**config.mk**
```make
export PLATFORM = sky130hd
export DESIGN_NAME = sisc_trace_mon
export DESIGN_NICKNAME = d
export VERILOG_FILES = /design/src/rtl/sisc_pkg.sv /design/src/rtl/sisc_trace_ram.sv /design/src/rtl/sisc_trace_mon.sv
export SDC_FILE = /design/constraint.sdc
export NUM_CORES = 1
export LEC_CHECK = 0
export CAP_MARGIN = 40
export CORE_MARGIN = 5
export CORE_UTILIZATION = 40
export DETAILED_ROUTE_END_ITERATION = 6
export GPL_TIMING_DRIVEN = 0
export HOLD_SLACK_MARGIN = 0.12
export SLEW_MARGIN = 15
export SYNTH_ARGS = -nofsm -noshare
export SYNTH_HDL_FRONTEND = slang
export SYNTH_SLANG_ARGS = --single-unit
```
**constraint.sdc**
```tcl
create_clock -name clk -period 9.44 [get_ports clk]
set_input_delay 2.832 -clock clk [delete_from_list [all_inputs] [get_ports clk]]
set_output_delay 2.832 -clock clk [all_outputs]
set_load 0.05 [all_outputs]
```
**src/rtl/sisc_pkg.sv**
```systemverilog
// rtl/sisc_pkg.sv - shared types and constants for the SISC trace monitor
//
// Contents:
//   mon_state_t   : monitor FSM states (IDLE, RUN, HALTED, TIMEOUT)
//   OP_W          : opcode width; the opcode occupies ir[IR_W-1 -: OP_W]
//   HALT_OP_DEF   : default halt opcode
//   trace_entry_t : {pc, ir} trace entry at the default 16/32-bit widths

package sisc_pkg;

    typedef enum logic [1:0] {
        ST_IDLE    = 2'd0,
        ST_RUN     = 2'd1,
        ST_HALTED  = 2'd2,
        ST_TIMEOUT = 2'd3
    } mon_state_t;

    // Opcode field sits in the top OP_W bits of the instruction word.
    localparam int OP_W = 4;
    localparam logic [OP_W-1:0] HALT_OP_DEF = 4'hF;

    localparam int DEF_PC_W = 16;
    localparam int DEF_IR_W = 32;

    typedef struct packed {
        logic [DEF_PC_W-1:0] pc;
        logic [DEF_IR_W-1:0] ir;
    } trace_entry_t;

endpackage

```
**src/rtl/sisc_trace_ram.sv**
```systemverilog
// rtl/sisc_trace_ram.sv - DEPTH x W trace storage, one write port, registered read
//
// Ports:
//   clk      : rising-edge clock
//   i_we     : write enable
//   i_waddr  : write address
//   i_wdata  : write data
//   i_raddr  : read address
//   o_rdata  : data at i_raddr, one cycle later; a same-cycle write to the
//              read slot returns the old contents
//
// The array carries no reset; validity is tracked by the owner.

module sisc_trace_ram
    import sisc_pkg::*;
#(
    parameter int DEPTH = 16,
    parameter int W     = 48
) (
    input  logic                     clk,
    input  logic                     i_we,
    input  logic [$clog2(DEPTH)-1:0] i_waddr,
    input  logic [W-1:0]             i_wdata,
    input  logic [$clog2(DEPTH)-1:0] i_raddr,
    output logic [W-1:0]             o_rdata
);

    logic [W-1:0] r_mem [DEPTH];
    logic [W-1:0] r_rdata;

    always_ff @(posedge clk) begin
        if (i_we) begin
            r_mem[i_waddr] <= i_wdata;
        end
        r_rdata <= r_mem[i_raddr];
    end

    assign o_rdata = r_rdata;

endmodule

```
**src/rtl/sisc_trace_mon.sv**
```systemverilog
// rtl/sisc_trace_mon.sv - SISC run monitor: circular retire trace, counters, halt/timeout
//
// Optional feature macro: SISC_TRACE_DEDUP_EN (suppress a write equal to the
// most recently written entry; the instruction is still counted).
//
// Ports:
//   clk, rst_f (async, active-low), clear (sync restart to IDLE)
//   ir_valid, pc, ir     : retire tap from the core
//   rd_idx               : trace read index, 0 = oldest held entry
//   rd_data              : {pc, ir} at rd_idx, one cycle latency, 0 if rd_idx >= entries
//   entries, overflow    : valid entry count (saturates at DEPTH), sticky overwrite flag
//   instr_count          : retired instructions, saturating
//   done, halted, timed_out : terminal status

module sisc_trace_mon
    import sisc_pkg::*;
#(
    parameter int              DEPTH       = 16,
    parameter int              PC_W        = 16,
    parameter int              IR_W        = 32,
    parameter int              CNT_W       = 16,
    parameter logic [OP_W-1:0] HALT_OP     = HALT_OP_DEF,
    parameter int              TIMEOUT_CYC = 1000
) (
    input  logic                       clk,
    input  logic                       rst_f,
    input  logic                       clear,
    input  logic                       ir_valid,
    input  logic [PC_W-1:0]            pc,
    input  logic [IR_W-1:0]            ir,
    input  logic [$clog2(DEPTH)-1:0]   rd_idx,
    output logic [PC_W+IR_W-1:0]       rd_data,
    output logic [$clog2(DEPTH):0]     entries,
    output logic                       overflow,
    output logic [CNT_W-1:0]           instr_count,
    output logic                       done,
    output logic                       halted,
    output logic                       timed_out
);

    localparam int          AW   = $clog2(DEPTH);
    localparam int          EW   = PC_W + IR_W;
    localparam logic [AW:0] FULL = (AW+1)'(DEPTH);

    mon_state_t       r_state;
    logic [AW-1:0]    r_wr_ptr;
    logic [AW:0]      r_entries;
    logic             r_overflow;
    logic [CNT_W-1:0] r_instr_count;
    logic [CNT_W-1:0] r_cyc;
    logic             r_rd_ok;
    logic             r_done;
    logic             r_halted;
    logic             r_timed_out;

    logic             w_run;
    logic             w_full;
    logic             w_is_halt;
    logic             w_dup;
    logic             w_write;
    logic             w_timeout_hit;
    logic [AW-1:0]    w_oldest;
    logic [AW-1:0]    w_rd_addr;
    logic [EW-1:0]    w_wdata;
    logic [EW-1:0]    w_ram_q;

    assign w_run         = (r_state == ST_RUN);
    assign w_full        = (r_entries == FULL);
    assign w_wdata       = {pc, ir};
    assign w_is_halt     = (ir[IR_W-1 -: OP_W] == HALT_OP);
    assign w_timeout_hit = (r_cyc == CNT_W'(TIMEOUT_CYC - 1));

`ifdef SISC_TRACE_DEDUP_EN
    logic [EW-1:0] r_last;
    assign w_dup = (r_entries != '0) && (w_wdata == r_last);
`else
    assign w_dup = 1'b0;
`endif

    assign w_write = w_run && ir_valid && !w_dup && !clear;

    // Until the buffer fills, the oldest entry is slot 0; once full, every write
    // overwrites the oldest slot, so the oldest pointer coincides with wr_ptr.
    assign w_oldest  = w_full ? r_wr_ptr : '0;
    assign w_rd_addr = w_oldest + rd_idx;

    sisc_trace_ram #(
        .DEPTH (DEPTH),
        .W     (EW)
    ) u_ram (
        .clk     (clk),
        .i_we    (w_write),
        .i_waddr (r_wr_ptr),
        .i_wdata (w_wdata),
        .i_raddr (w_rd_addr),
        .o_rdata (w_ram_q)
    );

    always_ff @(posedge clk or negedge rst_f) begin
        if (!rst_f) begin
            r_state       <= ST_IDLE;
            r_wr_ptr      <= '0;
            r_entries     <= '0;
            r_overflow    <= 1'b0;
            r_instr_count <= '0;
            r_cyc         <= '0;
            r_rd_ok       <= 1'b0;
            r_done        <= 1'b0;
            r_halted      <= 1'b0;
            r_timed_out   <= 1'b0;
`ifdef SISC_TRACE_DEDUP_EN
            r_last        <= '0;
`endif
        end else if (clear) begin
            r_state       <= ST_IDLE;
            r_wr_ptr      <= '0;
            r_entries     <= '0;
            r_overflow    <= 1'b0;
            r_instr_count <= '0;
            r_cyc         <= '0;
            r_rd_ok       <= 1'b0;
            r_done        <= 1'b0;
            r_halted      <= 1'b0;
            r_timed_out   <= 1'b0;
`ifdef SISC_TRACE_DEDUP_EN
            r_last        <= '0;
`endif
        end else begin
            // Validity of the read issued this cycle, judged against the
            // pre-write entry count so it lines up with the RAM's old data.
            r_rd_ok <= ({1'b0, rd_idx} < r_entries);
            case (r_state)
                ST_IDLE: begin
                    r_cyc   <= '0;
                    r_state <= ST_RUN;
                end
                ST_RUN: begin
                    if (r_cyc != '1) begin
                        r_cyc <= r_cyc + 1'b1;
                    end
                    if (ir_valid) begin
                        if (r_instr_count != '1) begin
                            r_instr_count <= r_instr_count + 1'b1;
                        end
                        if (!w_dup) begin
                            r_wr_ptr <= r_wr_ptr + 1'b1;
                            if (w_full) begin
                                r_overflow <= 1'b1;
                            end else begin
                                r_entries <= r_entries + 1'b1;
                            end
`ifdef SISC_TRACE_DEDUP_EN
                            r_last <= w_wdata;
`endif
                        end
                    end
                    // Halt takes precedence over a coincident timeout.
                    if (ir_valid && w_is_halt) begin
                        r_state  <= ST_HALTED;
                        r_done   <= 1'b1;
                        r_halted <= 1'b1;
                    end else if (w_timeout_hit) begin
                        r_state     <= ST_TIMEOUT;
                        r_done      <= 1'b1;
                        r_timed_out <= 1'b1;
                    end
                end
                default: begin
                    // HALTED / TIMEOUT hold everything until clear or reset.
                end
            endcase
        end
    end

    assign rd_data     = r_rd_ok ? w_ram_q : '0;
    assign entries     = r_entries;
    assign overflow    = r_overflow;
    assign instr_count = r_instr_count;
    assign done        = r_done;
    assign halted      = r_halted;
    assign timed_out   = r_timed_out;

endmodule
```
==> flow_summary_export.csv <==
group,metric,value,unit
critical_path,endpoint_kind,"primary output",
timing,period_needed,5950,ps
detailed_routing,drt_iter0_markers,1362,
detailed_routing,wire_per_inst,24.6,µm
synthesis,async_flop_share,5.56,%
floorplan,dieArea,89100,µm²
synthesis,seq_area_frac_synth,75.8,%
timing,relSlewSlack,43.1,%
timing,hold_viol_final,0,
power_and_ir_drop,powerDensity,204,nW/µm²
synthesis,ys_seq_elements,864,
detailed_routing,via_count,16345,
clock_tree,htreeDepth,3,
timing,worst_pin_slew,853,ps
synthesis,syn_inst,1591,
critical_path,required,6610,ps
placed_design,place_ws,2890,ps
timing,post-route-period-util,63.0,%
grt,grt_pass1_wl,111000,µm
critical_path,r2r_slack,5170,ps
finish,fillCellCount,6638,
power_and_ir_drop,leakage,13.4,nW
floorplan,initial_core_util,40.5,%
grt,grt_max_degree,30,
placed_design,place_congestion,0.754,
clock_tree,cts_tree,"done",
detailed_routing,wl,74600,µm
synthesis,netlist_area,33300,µm²
power_and_ir_drop,ir_drop,0.132,mV
grt,antenna_found_initial,5,
synthesis,syn_avg_cell_area,20.9,µm²
synthesis,synth_top_area_share,69.3,%
grt,grt_use_total,16.6,%
timing,rsz0062_at_grt,"no",
clock_tree,cts_buffer_depth,3,
placed_design,dp_hpwl,49300,µm
floorplan,fp.dieW,298,µm
grt,grt_pass1_vias,17202,
synthesis,syn-num-nets,1662,
clock_tree,numCtsBuffers,88,
timing,finalSetupViolations,0,
synthesis,yosysTopAreaCell,"edfxtp_1",
detailed_routing,via_per_inst,5.40,
timing,fin_ws,3490,ps
clock_tree,ctsHoldBuffers,0,
critical_path,cpPeakStageDelay,800,ps
clock_tree,clock-sinks,864,
clock_tree,cts_resized,0,
status,status,"complete, no violations",
timing,max_freq,168,MHz
synthesis,ys_warn_count,0,
grt,grt_overflow_total,0,
synthesis,synth_edf_count,768,
detailed_routing,drc_errors,0,
floorplan,rows,105,
critical_path,slowest_stage,"clkdlybuf4s50_1",
clock_tree,cts_root_buf,"clkbuf_16",
critical_path,crit_top_cell,"clkbuf_1",
power_and_ir_drop,p_total,8.18,mW
synthesis,synth_cell_types,60,
floorplan,io_pins,129,
finish,syn_to_final_growth,20.5,%
synthesis,yosys-top-cells-area,"edfxtp_1 (69%), mux4_2 (13%), mux2i_1 (4.3%), dfrtp_1 (3.6%), dfxtp_1 (2.9%)",
synthesis,ys.flop_type,"edfxtp_1",
clock_tree,insertion_delay,640,ps
critical_path,cp_cell_sequence,"clkbuf_1 -> buf_6 -> clkbuf_1 -> and2_1 -> clkdlybuf4s50_1",
worst_hold_path,hold_class,"flip-flop to flip-flop",
floorplan,core,82200,µm²
detailed_routing,first_pass_iters,5,
critical_path,startpoint_type,"flip-flop",
floorplan,fp.dieH,298,µm
critical_path,cp_data_arrival_time,3110,ps
clock_tree,cts_setup_buffers,0,
placed_design,portBuffers,127,
timing,final_max_slew_viol_count,0,
finish,final_layout_size_suffix_gt1_share,23.5,%
critical_path,cp_max_fo,10,
timing,finClkSkew,33.5,ps
finish,nets,1948,
detailed_routing,ant_nets,0,
clock_tree,clkTransAtPathRegs,60,ps
critical_path,path_class,"flip-flop to primary output",
run,cap_violations,0,
-- per-stage QoR --
step / hold WS [ps] / cell area, µm² / TNS [ps] / utilization [%] / cells
final: 527 / 40100 / 0 / 48.8 / 3025
after global routing: 550 / 40100 / 0 / 48.8 / 3023
after CTS: 528 / 40100 / 0 / 48.7 / 3021
after detailed placement: 514 / 37100 / 0 / 45.1 / 2856
after global placement: 498 / 35900 / -539950 / 43.6 / 2788
after floorplan: 472 / 33300 / 0 / - / 1591
-- path summary, 6_finish.rpt --
kind / end / startpoint / cells after the start
worst max-delay path: rd_data[44] / r_rd_ok / 5
max in group asynchronous: instr_count[11] / rst_f / 2
worst min register to register: r_cyc[8] / r_cyc[8] / 1
min in group asynchronous: r_state[0] / rst_f / 1
worst min-delay path: r_cyc[8] / r_cyc[8] / 1
worst max register to register: u_ram.o_rdata[3] / entries[0] / 11
-- layout make-up --
type	instances	area, µm²	area share [%]
antenna	3	7.51	0.0187
buffer	74	340	0.849
clock buffer	123	2430	6.07
clock inverter	42	564	1.41
inverter	14	52.6	0.131
multi-input combinational	639	7780	19.4
sequential	864	25200	62.9
tap	1070	1340	3.34
timing repair buffer	196	2360	5.88
-- registers in the layout, summed over array words and instances, names as in the netlist, 2 cells and up --
register and cells:
entries 5, u_ram.r_mem 768, r_state 2, r_cyc 16, r_wr_ptr 4, instr_count 16, u_ram.o_rdata 48
-- power breakdown --
group	total (mW)	switching, mW	internal (mW)	leakage [nW]
logic	0.416	0.246	0.170	4.01
clock network	3.55	1.44	2.12	1.46
registers	4.21	0.0114	4.20	7.98
total	8.18	1.69	6.49	13.4
-- Yosys cell counts (4+ instances only) --
master and number:
nor4_1 5, ha_1 14, buf_2 28, nand3_1 16
nand2_1 30, clkbuf_1 38, a22o_1 4, xor2_1 6
a21oi_1 22, xnor2_1 12, nand2b_1 4, mux2i_1 144
and2_1 53, dfxtp_1 48, o21ai_0 16, a21o_1 5
nor3_1 10, mux4_2 192, edfxtp_1 768, nor2_1 43
dfrtp_1 48, nand4_1 12, inv_1 13, a31oi_1 6
o21ai_1 5
-- cells by family after synthesis --
logic type	Yosys count	synth area share, %
flip-flops	864	75.8
buffers and inverters	88	1.18
multiplexers	337	17.4
XOR/XNOR	18	0.474
AND/OR/NAND/NOR	198	3.28
adder cells (fa/ha/maj)	15	0.586
AO/OA/AOI/OAI	71	1.35
-- metal layers --
layer	up-vias	wire, µm	GRT usage, %
met5	-	34	0
met4	4	1530	4.45
met3	93	4450	3.31
met2	438	35400	26.3
met1	8725	33100	23.7
li1	7085	-	-
-- critical path, delay by kind of cell, from the launching register on --
kind / cells / cell delay, ps
buffers and inverters: 4 / 1750
flip-flops: 1 / 530
AND/OR/NAND/NOR: 1 / 180
-- placed cells by master (no fill, tap or decap), types with 6 or more instances in the layout --
cell,netlist,routed
o21ai_0,16,16
nand2_1,30,30
nand4_1,12,12
inv_1,13,13
nor2_4,0,12
mux2i_1,144,144
clkinv_2,0,14
buf_12,0,11
dfxtp_1,48,48
buf_16,0,18
a21oi_1,22,22
buf_4,1,24
edfxtp_1,768,768
clkbuf_8,0,8
buf_2,28,29
bufinv_16,0,11
buf_6,3,17
a31oi_1,6,6
nor3_1,10,6
clkbuf_1,38,64
clkinv_1,1,7
nor2_1,43,31
mux4_2,192,192
nand3_1,16,16
ha_1,14,14
xor2_1,6,6
clkbuf_16,0,89
xnor2_1,12,12
clkdlybuf4s50_1,0,126
and2_1,53,53
dfrtp_1,48,48
(Power assumes the default switching activity.)
